**config.mk**
```make
export PLATFORM = sky130hd
export DESIGN_NAME = csr_access_unit
export DESIGN_NICKNAME = d
export VERILOG_FILES = /design/src/rtl/csr_access_unit_pkg.sv /design/src/rtl/csr_access_unit_alu.sv /design/src/rtl/csr_access_unit.sv
export SDC_FILE = /design/constraint.sdc
export NUM_CORES = 1
export LEC_CHECK = 0
export BUFFER_PORTS_ARGS = -buffer_cell sky130_fd_sc_hd__buf_2
export CAP_MARGIN = 20
export CORE_UTILIZATION = 25
export CTS_CLUSTER_DIAMETER = 50
export DETAILED_ROUTE_END_ITERATION = 10
export SETUP_SLACK_MARGIN = 0.2
export SYNTH_ARGS = -nofsm -noshare
export SYNTH_HDL_FRONTEND = slang
export SYNTH_HIERARCHICAL = 1
export SYNTH_SLANG_ARGS = --single-unit
```
**constraint.sdc**
```tcl
create_clock -name clk -period 2.68 [get_ports clk]
set_clock_uncertainty 0.1 [all_clocks]
set_input_delay 0.402 -clock clk [delete_from_list [all_inputs] [get_ports clk]]
set_output_delay 0.402 -clock clk [all_outputs]
set_load 0.02 [all_outputs]
```
**src/rtl/csr_access_unit_pkg.sv**
```systemverilog
// Shared constants and types for the CSR access unit.
// Holds Zicsr funct3 codes, FSM state encoding and width defaults.
package csr_access_unit_pkg;

  localparam int XLEN_DEF   = 32;
  localparam int CSR_AW_DEF = 12;

  localparam logic [2:0] F3_CSRRW  = 3'b001;
  localparam logic [2:0] F3_CSRRS  = 3'b010;
  localparam logic [2:0] F3_CSRRC  = 3'b011;
  localparam logic [2:0] F3_CSRRWI = 3'b101;
  localparam logic [2:0] F3_CSRRSI = 3'b110;
  localparam logic [2:0] F3_CSRRCI = 3'b111;

  localparam logic [1:0] OP_RW = 2'b01;
  localparam logic [1:0] OP_RS = 2'b10;
  localparam logic [1:0] OP_RC = 2'b11;

  // addr[11:10] of the read-only CSR space
  localparam logic [1:0] RO_PREFIX = 2'b11;

  typedef enum logic [1:0] {
    S_IDLE  = 2'b00,
    S_READ  = 2'b01,
    S_WRITE = 2'b10,
    S_RESP  = 2'b11
  } state_e;

endpackage

```
**src/rtl/csr_access_unit_alu.sv**
```systemverilog
// Combinational read-modify-write for Zicsr: op bits, old, operand
// -> new value, do_write, illegal. Honours CSR_RO_TRAP_EN if defined.
module csr_access_unit_alu
  import csr_access_unit_pkg::*;
#(
  parameter int XLEN   = XLEN_DEF,
  parameter int CSR_AW = CSR_AW_DEF
) (
  input  logic [1:0]        op_i,
  input  logic [4:0]        rs1_idx_i,
  input  logic [CSR_AW-1:0] addr_i,
  input  logic [XLEN-1:0]   old_i,
  input  logic [XLEN-1:0]   operand_i,
  output logic [XLEN-1:0]   new_o,
  output logic              do_write_o,
  output logic              illegal_o
);

  always_comb begin
    new_o      = old_i;
    do_write_o = 1'b0;
    illegal_o  = 1'b0;
    unique case (op_i)
      OP_RW: begin
        new_o      = operand_i;
        do_write_o = 1'b1;
      end
      OP_RS: begin
        new_o      = old_i | operand_i;
        do_write_o = (rs1_idx_i != 5'd0);
      end
      OP_RC: begin
        new_o      = old_i & ~operand_i;
        do_write_o = (rs1_idx_i != 5'd0);
      end
      default: begin
        illegal_o  = 1'b1;
      end
    endcase
`ifdef CSR_RO_TRAP_EN
    // set/clear with x0 only reads, so it stays legal here
    if (do_write_o && addr_i[CSR_AW-1 -: 2] == RO_PREFIX) begin
      illegal_o  = 1'b1;
      do_write_o = 1'b0;
    end
`endif
  end

`ifndef CSR_RO_TRAP_EN
  logic unused_addr;
  assign unused_addr = ^addr_i;
`endif

endmodule

```
**src/rtl/csr_access_unit.sv**
```systemverilog
// Zicsr initiator: IDLE -> READ -> [WRITE] -> RESP against a CSR file.
// Ports: req_* in, resp_* out, csr_* to register file. Macro: CSR_RO_TRAP_EN.
module csr_access_unit
  import csr_access_unit_pkg::*;
#(
  parameter int XLEN   = XLEN_DEF,
  parameter int CSR_AW = CSR_AW_DEF
) (
  input  logic              clk,
  input  logic              rst_n,
  input  logic              req_valid,
  output logic              req_ready,
  input  logic [2:0]        req_funct3,
  input  logic [CSR_AW-1:0] req_csr_addr,
  input  logic [4:0]        req_rs1_idx,
  input  logic [XLEN-1:0]   req_rs1_data,
  output logic              resp_valid,
  input  logic              resp_ready,
  output logic [XLEN-1:0]   resp_rd_data,
  output logic              resp_illegal,
  output logic [CSR_AW-1:0] csr_read_addr,
  input  logic [XLEN-1:0]   csr_read_data,
  output logic              csr_write_en,
  output logic [CSR_AW-1:0] csr_write_addr,
  output logic [XLEN-1:0]   csr_write_data
);

  state_e state_q, state_d;

  logic [1:0]        op_q;
  logic [CSR_AW-1:0] addr_q;
  logic [4:0]        idx_q;
  logic [XLEN-1:0]   opnd_q;
  logic [XLEN-1:0]   old_q;
  logic [XLEN-1:0]   new_q;
  logic              ill_q;

  logic [XLEN-1:0]   opnd_d;
  logic [XLEN-1:0]   alu_new;
  logic              alu_wr;
  logic              alu_ill;
  logic              accept;
  logic              unused_f3;

  assign accept = req_valid && (state_q == S_IDLE);

  // funct3[2] selects zimm; only the op bits are kept afterwards
  assign opnd_d = req_funct3[2]
    ? {{(XLEN-5){1'b0}}, req_rs1_idx}
    : req_rs1_data;
  assign unused_f3 = 1'b0;

  csr_access_unit_alu #(
    .XLEN   (XLEN),
    .CSR_AW (CSR_AW)
  ) u_alu (
    .op_i       (op_q),
    .rs1_idx_i  (idx_q),
    .addr_i     (addr_q),
    .old_i      (csr_read_data),
    .operand_i  (opnd_q),
    .new_o      (alu_new),
    .do_write_o (alu_wr),
    .illegal_o  (alu_ill)
  );

  always_ff @(posedge clk or negedge rst_n) begin
    if (!rst_n) begin
      state_q <= S_IDLE;
    end else begin
      state_q <= state_d;
    end
  end

  always_comb begin
    state_d = state_q;
    unique case (state_q)
      S_IDLE:  if (accept) state_d = S_READ;
      S_READ:  state_d = alu_wr ? S_WRITE : S_RESP;
      S_WRITE: state_d = S_RESP;
      S_RESP:  if (resp_ready) state_d = S_IDLE;
      default: state_d = S_IDLE;
    endcase
  end

  always_ff @(posedge clk or negedge rst_n) begin
    if (!rst_n) begin
      op_q   <= '0;
      addr_q <= '0;
      idx_q  <= '0;
      opnd_q <= '0;
      old_q  <= '0;
      new_q  <= '0;
      ill_q  <= 1'b0;
    end else begin
      if (accept) begin
        op_q   <= req_funct3[1:0];
        addr_q <= req_csr_addr;
        idx_q  <= req_rs1_idx;
        opnd_q <= opnd_d;
      end
      // old is taken before any write, so rd sees the pre-write value
      if (state_q == S_READ) begin
        old_q <= csr_read_data;
        new_q <= alu_new;
        ill_q <= alu_ill;
      end
    end
  end

  // addr_q only changes on accept, so the read address holds outside READ
  always_comb begin
    req_ready      = (state_q == S_IDLE);
    resp_valid     = (state_q == S_RESP);
    resp_rd_data   = old_q;
    resp_illegal   = ill_q && (state_q == S_RESP);
    csr_read_addr  = addr_q;
    csr_write_en   = (state_q == S_WRITE);
    csr_write_addr = addr_q;
    csr_write_data = new_q;
  end

endmodule

```
Word-level counts from Yosys, hierarchy flattened. Cells that the tools add are included.

Bits in registers: 118. Bits of input ports: 88. Output and inout bits: 92. Logic and storage cells: 34.

Equal/unequal tests: 8. Mux-type cells: 8. Bitwise operators: 3. Reduce and logical (&&, ||, !) cells: 7.

Operators by type and width (count): $pmux 32 s3 (1); $and 32x32->32 (1); $mux 32 (1); $not 32->32 (1); $or 32x32->32 (1); $eq 2x2->1 const B (4); $pmux 2 s4 (1); $reduce_bool 5->1 (1); $eq 2x1->1 const B (2); $mux 2 (2); $ne 2x1->1 const B (2); $reduce_or 3->1 (1); $logic_and 1x1->1 (2); $logic_not 2->1 (1); $mux 1 (2); $pmux 1 s2 (1); $reduce_and 2->1 (1); $reduce_or 2->1 (1).

Longest topological paths before layout. Gate-level depths: netlist (run 1).

Word-level depth: 5. Depth in mapped cells: 7. Mapped depth without buffers: 5.

Cells and area by module. The synthesis (run 1) kept the hierarchy.

By module, submodules not included: csr_access_unit (times used 1, cells an instance 345, area an instance 4788.3 um2, sequential area each 2952.8 um2); csr_access_unit_alu (times used 1, cells an instance 147, area an instance 1238.7 um2, sequential area each 0.0 um2).

Worst setup path before layout (run 1). No wires, ideal clock.

Path type: flip-flop to flip-flop. Start: register state_q[0]. End: register addr_q[10] (netlist: csr_read_addr[10]). Library setup time: 0.125 ns. Arrival: 1.483 ns. Required time: 2.455 ns. Setup slack: 0.971 ns. Cell stages (with the launch flop): 7. Buffers on the path: 2. Clock period less this slack: 1.709 ns. Cell sequence: dfrtp_1 inv_1 ha_1 nand2_2 buf_6 buf_6 mux2_4.

Longest elaborated chain between the ends: 2.

Ends and longest elaborated chain: start, declared (RTL line csr_access_unit.sv:28) `state_e state_q, state_d;`; start signal, assigned (RTL line csr_access_unit.sv:71) `state_q <= state_d;`; $logic_not 2->1; named net req_ready (RTL line csr_access_unit.sv:12) `output logic req_ready,`; $logic_and 1x1->1 (RTL line csr_access_unit.sv:45) `assign accept = req_valid && (state_q == S_IDLE);`; end signal, assigned (RTL line csr_access_unit.sv:98) `addr_q <= req_csr_addr;`; end, declared (RTL line csr_access_unit.sv:31) `logic [CSR_AW-1:0] addr_q;`.

The timed path passes the listed nets, and every way through them passes these cells. A chain may end at the register's enable or synchronous reset.

Worst setup path after layout (run 1).
Start: register state_q[0]. End: register opnd_q[6].

Longest elaborated chain between the ends: 2.

Ends and longest elaborated chain: $logic_not 2->1 (RTL line csr_access_unit.sv:45); $logic_and 1x1->1 (RTL line csr_access_unit.sv:45); end signal, assigned (RTL line csr_access_unit.sv:100) `opnd_q <= opnd_d;`; end, declared (RTL line csr_access_unit.sv:33) `logic [XLEN-1:0] opnd_q;`.

No other way between the ends.

==> results of run 1 <==
==> cell usage in the layout, fill, tap and decap left out, types with 2 or more instances in the layout <==
| cell type | Yosys | routed |
|---|---|---|
| buf_2 | 14 | 178 |
| dfrtp_1 | 118 | 116 |
| mux2_2 | 69 | 69 |
| nand2b_1 | 59 | 59 |
| mux2i_1 | 37 | 37 |
| nand2_1 | 32 | 32 |
| o21ai_0 | 32 | 32 |
| a22oi_1 | 32 | 32 |
| a21bo_2 | 28 | 28 |
| clkbuf_16 | 0 | 17 |
| mux2_4 | 16 | 16 |
| buf_4 | 16 | 7 |
| inv_1 | 5 | 5 |
| bufinv_16 | 0 | 5 |
| clkinvlp_4 | 0 | 4 |
| buf_12 | 3 | 4 |
| a21bo_1 | 4 | 4 |
| ha_1 | 4 | 3 |
| clkbuf_8 | 0 | 3 |
| nor2b_1 | 2 | 2 |
| nor2_1 | 2 | 2 |
| o31ai_1 | 2 | 2 |
| clkinv_2 | 0 | 2 |
==> per-layer routing <==
metal	share of wire, %	wire, um	vias up	GRT usage, %
li1	-	-	2060	-
met1	46	6720	2088	15.5
met2	48	7010	109	20.4
met3	5.8	849	9	4.24
met4	0.75	110	2	3.37
met5	0.088	13	-	0
==> state kept, by name, summed over array words and instances (netlist names) <==
register,flops
opnd_q,32
resp_rd_data,32
idx_q,5
op_q,2
csr_write_data,32
ill_q,1
state_q,2
csr_read_addr,12
==> worst min-delay path by stage <==
stage,slack [ns],from,endpoint,depth (start not counted)
2_1_floorplan,0.006,rst_n,csr_read_addr[0]$_DFFE_PN0P_,0
3_3_place_gp,0.26,rst_n,resp_rd_data[18]$_DFFE_PN0N_,1
3_5_place_dp,0.26,rst_n,opnd_q[18]$_DFFE_PN0P_,1
4_1_cts,0.09,req_csr_addr[5],csr_read_addr[5]$_DFFE_PN0P_,2
5_1_grt,0.1,req_csr_addr[10],csr_read_addr[10]$_DFFE_PN0P_,2
6_report,0.12,req_csr_addr[5],csr_read_addr[5]$_DFFE_PN0P_,2
==> cell type report <==
cell class | instances | share of cell area, %
well taps | 319 | 5.10
repair buffers | 191 | 13.4
clock inverters | 12 | 2.54
clock buffers | 20 | 5.97
multi-input cells | 324 | 34.9
inverters | 5 | 0.240
flip-flops and latches | 118 | 37.8
==> cells by family (layout without fill, tap and decap cells) <==
family,after synthesis,in the layout,share of synthesized area [%]
DFF,118,118,49.0
AOI/OAI and AO/OA,100,100,12.4
and+or+nand+nor,98,98,8.76
buffers and inverters,50,228,5.96
muxes,122,122,23.0
adders and majority gates,4,4,0.830
==> metrics by stage <==
step / instances / setup slack [ns] / cell area, sq um
final: 989 / 0.610 / 7820
after global routing: 989 / 0.357 / 7820
after CTS: 989 / 0.546 / 7820
after detailed placement: 956 / 0.561 / 7140
after global placement: 956 / 0.640 / 7140
after floorplan: 492 / 0.971 / 6030
==> power groups by stage <==
stage,Sequential [W],Clock [W],Combinational [W]
after floorplan,0.00386,0,0.00308
after global placement,0.00334,0,0.00466
after detailed placement,0.00338,0,0.00475
after CTS,0.00336,0.00265,0.00476
after global routing,0.00349,0.00273,0.00512
final,0.00333,0.00256,0.00468
==> repair_timing <==
item / CTS / global route
hold endpoints to repair: 37 / 0
hold buffers: 1 / 0
endpoints found under the setup margin: 0 / 0
==> worst max-delay path: cells and delay by family, from the launching register on <==
family                   cells  cell delay, ns
AND/OR/NAND/NOR              1            0.56
flip-flops                   1            0.46
buffers and inverters        2            0.42
adder cells (fa/ha/maj)      1            0.29
AO/OA/AOI/OAI                1            0.11
==> metrics.yaml, run 1 <==
pwr:
  report.power.total_w: 0.0106
  power.density_mw_per_mm2: 1350
  p_sw_w: 0.00390
  seqPwrFrac_pct: 31.5
  sw_frac_of_total_pct: 36.9
  p_leak_nw: 3.80
  p_clk_share_pct: 24.2
  p_int_w: 0.00668
  peakVddDrop_v: 0.000504
  combPwrFrac_pct: 44.3
floorplanning:
  die_height_um: 157
  boundaryPins: 180
  core_area_sq_mm: 0.0235
  die_area_sq_mm: 0.0247
  initial_core_util_pct: 25.6
  rows: 56
  die_w_um: 157
flow_run:
  max_cap_viol_count: 0
place:
  hpwlAfterDp_mm: 10.0
  gp_congestion: 0.700
  io_buffers: 179
worst_setup_path:
  slowest_delay_ns: 0.56
  r2r-end: "opnd_q[6]$_DFFE_PN0P_"
  end_kind: "flip-flop"
  r2r_cells: 5
  crit_chain: "inv_1, ha_1, nand2_4, buf_4, o21ai_0"
  endpoint: "opnd_q[6]$_DFFE_PN0P_"
  slowest_stage: "nand2_4"
  crit_required_ns: 2.86
  crit_start: "state_q[0]$_DFFE_PN0P_"
  r2r_setup_slack_ns: 0.61
  critical_path_class: "reg2reg"
  worstPathArrival_ns: 2.25
  critPathLaunchType: "flip-flop"
  crit_fanout: 55
  rr_startpoint: "state_q[0]$_DFFE_PN0P_"
finish:
  antenna_cells: 0
  final_util_pct: 33.2
  fillers: 2413
  multi_input_area_sq_mm: 0.00273
  drive_above_1_share_pct: 50.6
  regArea_sq_mm: 0.00296
  synthToLayoutAreaGrowth_pct: 29.7
  nets: 749
logic_synthesis:
  synthTopCellsByCount: "dfrtp_1 (118), mux2_2 (69), nand2b_1 (59)"
  yosysTopAreaCellShare_pct: 49.0
  async_flop_share_pct: 100
  yosysMostFrequentCell: "dfrtp_1"
  synth_area_sq_mm: 0.00603
  yosysTopAreaCell: "dfrtp_1"
  synthCells: 492
  syn_nets: 584
  synthFlopType: "dfrtp_1"
  ys_ff_latch: 118
  synth_area_leaders: "dfrtp_1 (49%), mux2_2 (13%), mux2i_1 (6.1%)"
  synth-edff-count: 0
  ys_types: 25
  yosys_warnings: 6
  syn_area_per_cell_sq_um: 12.3
  ys_seq_area_share_pct: 49.0
sta:
  fin_crit_ns: 2.07
  rsz0062_at_grt: "no"
  whs_ns: 0.121
  setup_viol: 0
  relSlewSlack_pct: 51.6
  slew_violations: 0
  finalSetupTns_ns: 0
  worst_slew_pin_slew_ns: 0.726
  finalHoldViolCount: 0
  fmax_mhz: 483
  fin_crit_sh_pct: 77.2
global_routing:
  grt_pass1_wl_mm: 23.2
  grtUsageTotal_pct: 12.4
  antenna_found_initial: 1
  gr-total-overflow: 0
  grt_pass1_vias: 4303
  grt_start_max_net_pins: 56
routing:
  wire_per_inst_um: 14.9
  postRouteAntennaNets: 0
  wl_mm: 14.7
  first_pass_iters: 4
  drt-vias-per-instance: 4.32
  drt_iter0_drc: 130
  vias: 4268
  drc: 0
clock_tree:
  post-cts-setup-buffer-count: 0
  clock_latency_ns: 0.41
  cts_made_buffers: 17
  htreeDepth: 4
  cts_tree: "done"
  clock-sinks: 118
  clock_path_buffers: 2
  clk_pin_slew_ns: 0.06
  cts-root-buf: "clkbuf_16"
  cts_resized: 0
hold_path:
  hold_path.class: "in2reg"
outcome:
  outcome: "completed"
No activity file was read; power rests on OpenSTA's default activity.
==> run 2, diff against run 1 <==
==> constraint.sdc (replaced) <==
create_clock -name clk -period 2.2 [get_ports clk]
set_clock_uncertainty 0.1 [all_clocks]
set_input_delay 0.33 -clock clk [delete_from_list [all_inputs] [get_ports clk]]
set_output_delay 0.33 -clock clk [all_outputs]
set_load 0.02 [all_outputs]
==> metrics.yaml, run 2 (same netlist as run 1, synthesis figures left out) <==
floorplanning:
  die_height_um: 157
  die_area_sq_mm: 0.0247
  boundaryPins: 180
  rows: 56
  core_area_sq_mm: 0.0235
  initial_core_util_pct: 25.6
  die_w_um: 157
global_routing:
  gr-total-overflow: 0
  grt_pass1_vias: 4297
  grt_pass1_wl_mm: 23.5
  grt_start_max_net_pins: 48
  grtUsageTotal_pct: 12.7
  antenna_found_initial: 2
sta:
  setup_viol: 0
  slew_violations: 0
  finalHoldViolCount: 0
  fin_crit_sh_pct: 84.2
  rsz0062_at_grt: "no"
  whs_ns: 0.0526
  relSlewSlack_pct: 65.8
  worst_slew_pin_slew_ns: 0.513
  fin_crit_ns: 1.85
  fmax_mhz: 540
  finalSetupTns_ns: 0
worst_setup_path:
  rr_startpoint: "state_q[0]$_DFFE_PN0P_"
  crit_fanout: 5
  r2r_cells: 5
  critical_path_class: "reg2out"
  critPathLaunchType: "flip-flop"
  end_kind: "output port"
  worstPathArrival_ns: 1.42
  crit_required_ns: 1.77
  r2r-end: "idx_q[2]$_DFFE_PN0P_"
  r2r_setup_slack_ns: 0.43
  crit_start: "state_q[0]$_DFFE_PN0P_"
hold_path:
  hold_path_end: "csr_read_addr[1]$_DFFE_PN0P_"
  holdPathStages: 2
  hold_start: "req_csr_addr[1]"
  hold_path.class: "in2reg"
finish:
  antenna_cells: 0
  final_common_cell: "buf_2"
  drive_above_1_share_pct: 50.9
  regArea_sq_mm: 0.00296
  fillers: 2444
  mostFrequentLayoutCells: "buf_2 (178), dfrtp_1 (116), mux2_2 (69)"
  multi_input_area_sq_mm: 0.00274
  synthToLayoutAreaGrowth_pct: 29.8
  nets: 755
pwr:
  peakVddDrop_v: 0.000701
  p_leak_nw: 3.81
  power.density_mw_per_mm2: 1610
outcome:
  outcome: "completed"
clock_tree:
  clock_path_buffers: 2
  cts_made_buffers: 17
  clock_latency_ns: 0.40
  clock-sinks: 118
  clk_pin_slew_ns: 0.05
  htreeDepth: 4
  cts-root-buf: "clkbuf_16"
  cts_tree: "done"
  post-cts-setup-buffer-count: 0
flow_run:
  max_cap_viol_count: 0
routing:
  postRouteAntennaNets: 0
  drt_iter0_drc: 182
  drc: 0
  wl_mm: 14.9
  wire_per_inst_um: 15.0
  vias: 4276
  first_pass_iters: 5
  drt-vias-per-instance: 4.30
place:
  hpwlAfterDp_mm: 10.4
  gp_congestion: 0.732
  io_buffers: 179
==> run 2: layout make-up <==
cell class,instances,share of cell area (%)
inverters,5,0.240
flip-flops and latches,118,37.8
multi-input cells,324,35.0
clock buffers,24,6.41
repair buffers,197,14.6
clock inverters,8,0.927
well taps,319,5.10
==> run 2: through the flow <==
stage | instances | cell area (sq um) | setup slack, ns | total power [W] | util (%)
CTS | 995 | 7820 | 0.246 | 0.0128 | 33.2
global route | 995 | 7830 | 0.224 | 0.0135 | 33.2
global placement | 962 | 7240 | 0.419 | 0.00993 | 30.7
floorplan | 492 | 6030 | 0.491 | 0.00846 | -
detailed placement | 962 | 7240 | 0.383 | 0.0101 | 30.7
finish | 995 | 7830 | 0.348 | 0.0126 | 33.2
==> run 2: routing by layer <==
metal / vias to the layer above / share of wire, % / global-route usage (%)
met1: 2092 / 46 / 15.7
met4: 2 / 0.61 / 3.33
met3: 8 / 5.7 / 4.41
li1: 2061 / - / -
met2: 113 / 48 / 21.0
met5: - / 0.087 / 0
==> run 2: worst max-delay path by stage <==
| stage | cells past startpoint | to | slack [ns] |
|---|---|---|---|
| floorplan | 6 | csr_read_addr[10]$_DFFE_PN0P_ | 0.49 |
| global placement | 5 | idx_q[3]$_DFFE_PN0P_ | 0.42 |
| detailed placement | 5 | idx_q[3]$_DFFE_PN0P_ | 0.38 |
| CTS | 3 | req_ready | 0.25 |
| global route | 3 | req_ready | 0.22 |
| finish | 3 | req_ready | 0.35 |
==> run 2: timing repair <==
item	CTS	global route
endpoints found under the hold margin	44	0
setup endpoints to repair	0	1
hold buffers	1	0
resized for setup	0	1
==> run 2: power breakdown <==
group | leakage, nW | switching, W | internal [W]
logic | 2.08 | 0.00301 | 0.00289
clock network | 0.278 | 0.000987 | 0.00170
registers | 1.45 | 0.000757 | 0.00327
==> run 2: worst max-delay path: stages, from the launching register on <==
cell and delay, ns:
dfrtp_1 0.45, inv_1 0.12, ha_2 0.24, buf_2 0.21
==> run 3, diff against run 2 <==
==> constraint.sdc (replaced) <==
create_clock -name clk -period 1.8 [get_ports clk]
set_clock_uncertainty 0.1 [all_clocks]
set_input_delay 0.27 -clock clk [delete_from_list [all_inputs] [get_ports clk]]
set_output_delay 0.27 -clock clk [all_outputs]
set_load 0.02 [all_outputs]
==> metrics.yaml, run 3 (same netlist as run 1, synthesis figures left out) <==
worst_setup_path:
  cp_num_buf_inv: 1
  crit_chain: "ha_4, and2_4, buf_6"
  critical_path_class: "reg2out"
  r2r_setup_slack_ns: 0.19
  slowest_stage: "dfrtp_2"
  end_kind: "output port"
  slowest_delay_ns: 0.45
  worstPathArrival_ns: 1.29
  critPathLaunchType: "flip-flop"
  critical-path-top-delay-family: "flip-flops"
  crit_required_ns: 1.43
  crit_fanout: 3
global_routing:
  grt.busiest_layer: "met2"
  use_met2_pct: 21.2
  use_met3_pct: 4.16
  antenna_found_initial: 0
  gr-total-overflow: 0
  use_met1_pct: 16.4
  grt_start_max_net_pins: 43
  grtUsageTotal_pct: 13.0
  grt_pass1_wl_mm: 24.2
  grt_pass1_vias: 4427
sta:
  worst_slew_pin_slew_ns: 0.397
  rsz0062_at_grt: "yes"
  fin_crit_sh_pct: 92.2
  finalSetupTns_ns: 0
  relSlewSlack_pct: 73.6
  fin_crit_ns: 1.66
  setup_viol: 0
  finalHoldViolCount: 0
  slew_violations: 0
  fmax_mhz: 603
  fin_ws_ns: 0.141
floorplanning:
  rows: 56
  boundaryPins: 180
  core_area_sq_mm: 0.0235
  die_w_um: 157
  die_area_sq_mm: 0.0247
  initial_core_util_pct: 25.6
  die_height_um: 157
pwr:
  power.density_mw_per_mm2: 1950
  p_leak_nw: 4.11
  peakVddDrop_v: 0.000905
clock_tree:
  cts_tree: "done"
  clock-sinks: 118
  clock_latency_ns: 0.41
  clk_pin_slew_ns: 0.06
  cts_made_buffers: 17
  htreeDepth: 4
  cts-root-buf: "clkbuf_16"
  clock_path_buffers: 2
finish:
  drive_above_1_share_pct: 51.9
  nets: 808
  fin_cells: 1048
  final_util_pct: 36.4
  antenna_cells: 0
  mostFrequentLayoutCells: "buf_2 (175), dfrtp_1 (114), mux2_2 (69)"
  fillers: 2385
  final_common_cell: "buf_2"
  synthToLayoutAreaGrowth_pct: 42.1
  final_area_sq_mm: 0.00856
routing:
  drt_iter0_drc: 163
  wire_per_inst_um: 15.0
  wl_mm: 15.8
  drt-vias-per-instance: 4.25
  vias: 4453
  drc: 0
  postRouteAntennaNets: 0
  first_pass_iters: 5
place:
  place_area_sq_mm: 0.00731
  dpl.cell_count: 967
  hpwlAfterDp_mm: 10.8
  io_buffers: 179
  dp_slack_ns: 0.193
  gp_congestion: 0.716
hold_path:
  hold_path.class: "in2reg"
flow_run:
  max_cap_viol_count: 0
outcome:
  outcome: "completed"
-- run 3: changes by cell type in the layout (fill, tap and decap cells not counted), moves of 4 or more --
cell,change
buf_4,+12
clkinv_2,-4
buf_12,+4
buf_6,+5
dlygate4sd3_1,+32
-- run 3: path summary, 6_finish.rpt --
kind / startpoint / endpoint / cells after the start
worst max-delay path: state_q[0]$_DFFE_PN0P_ / resp_illegal / 3
worst min-delay path: req_rs1_data[11] / opnd_q[11]$_DFFE_PN0P_ / 3
worst max register to register: op_q[0]$_DFFE_PN0P_ / csr_write_data[11]$_DFFE_PN0N_ / 5
worst min register to register: resp_rd_data[14]$_DFFE_PN0N_ / resp_rd_data[14]$_DFFE_PN0N_ / 1
max in group asynchronous: rst_n / csr_write_data[10]$_DFFE_PN0N_ / 3
min in group asynchronous: rst_n / csr_read_addr[8]$_DFFE_PN0P_ / 2
-- run 3: area by class of cell --
class	instances	area [sq um]	area share [%]
Clock buffer	19	453	5.29
Multi-Input combinational cell	324	2800	32.7
Inverter	5	21.3	0.248
Timing Repair Buffer	250	1740	20.3
Sequential cell	118	2960	34.6
Tap cell	319	399	4.66
Clock inverter	13	195	2.28
-- run 3: layer usage --
metal,part of all wire (%),vias to the layer above
met5,0,-
met2,48,113
met1,46,2158
met4,0.76,0
met3,5.2,7
li1,-,2175
-- run 3: report_power, final --
group / switching, W / total, W / internal (W)
Sequential: 0.000905 / 0.00491 / 0.00400
Combinational: 0.00394 / 0.00807 / 0.00412
Clock: 0.00133 / 0.00374 / 0.00241
Total: 0.00618 / 0.0167 / 0.0105
-- run 3: per-stage QoR --
step	hold slack, ns	total power [W]
2_1_floorplan	-0.126	0.0104
3_5_place_dp	0.101	0.0124
3_3_place_gp	0.103	0.0123
4_1_cts	0.00120	0.0166
6_report	0.0200	0.0167
5_1_grt	0.00335	0.0178
-- run 3: worst register-to-register path, stage by stage, from the launching register on --
cell and delay, ns:
dfrtp_4 0.55, buf_12 0.17, buf_12 0.15, mux2i_1 0.15
a22oi_1 0.11, mux2_2 0.27
-- run 3: repair_timing --
item | in CTS | in global routing
hold buffers | 33 | 0
endpoints found under the hold margin | 67 | 0
pin swaps | 2 | 2
cloned | 0 | 2
buffers inserted | 6 | 8
gates resized for setup | 17 | 8
endpoints found under the setup margin | 21 | 33
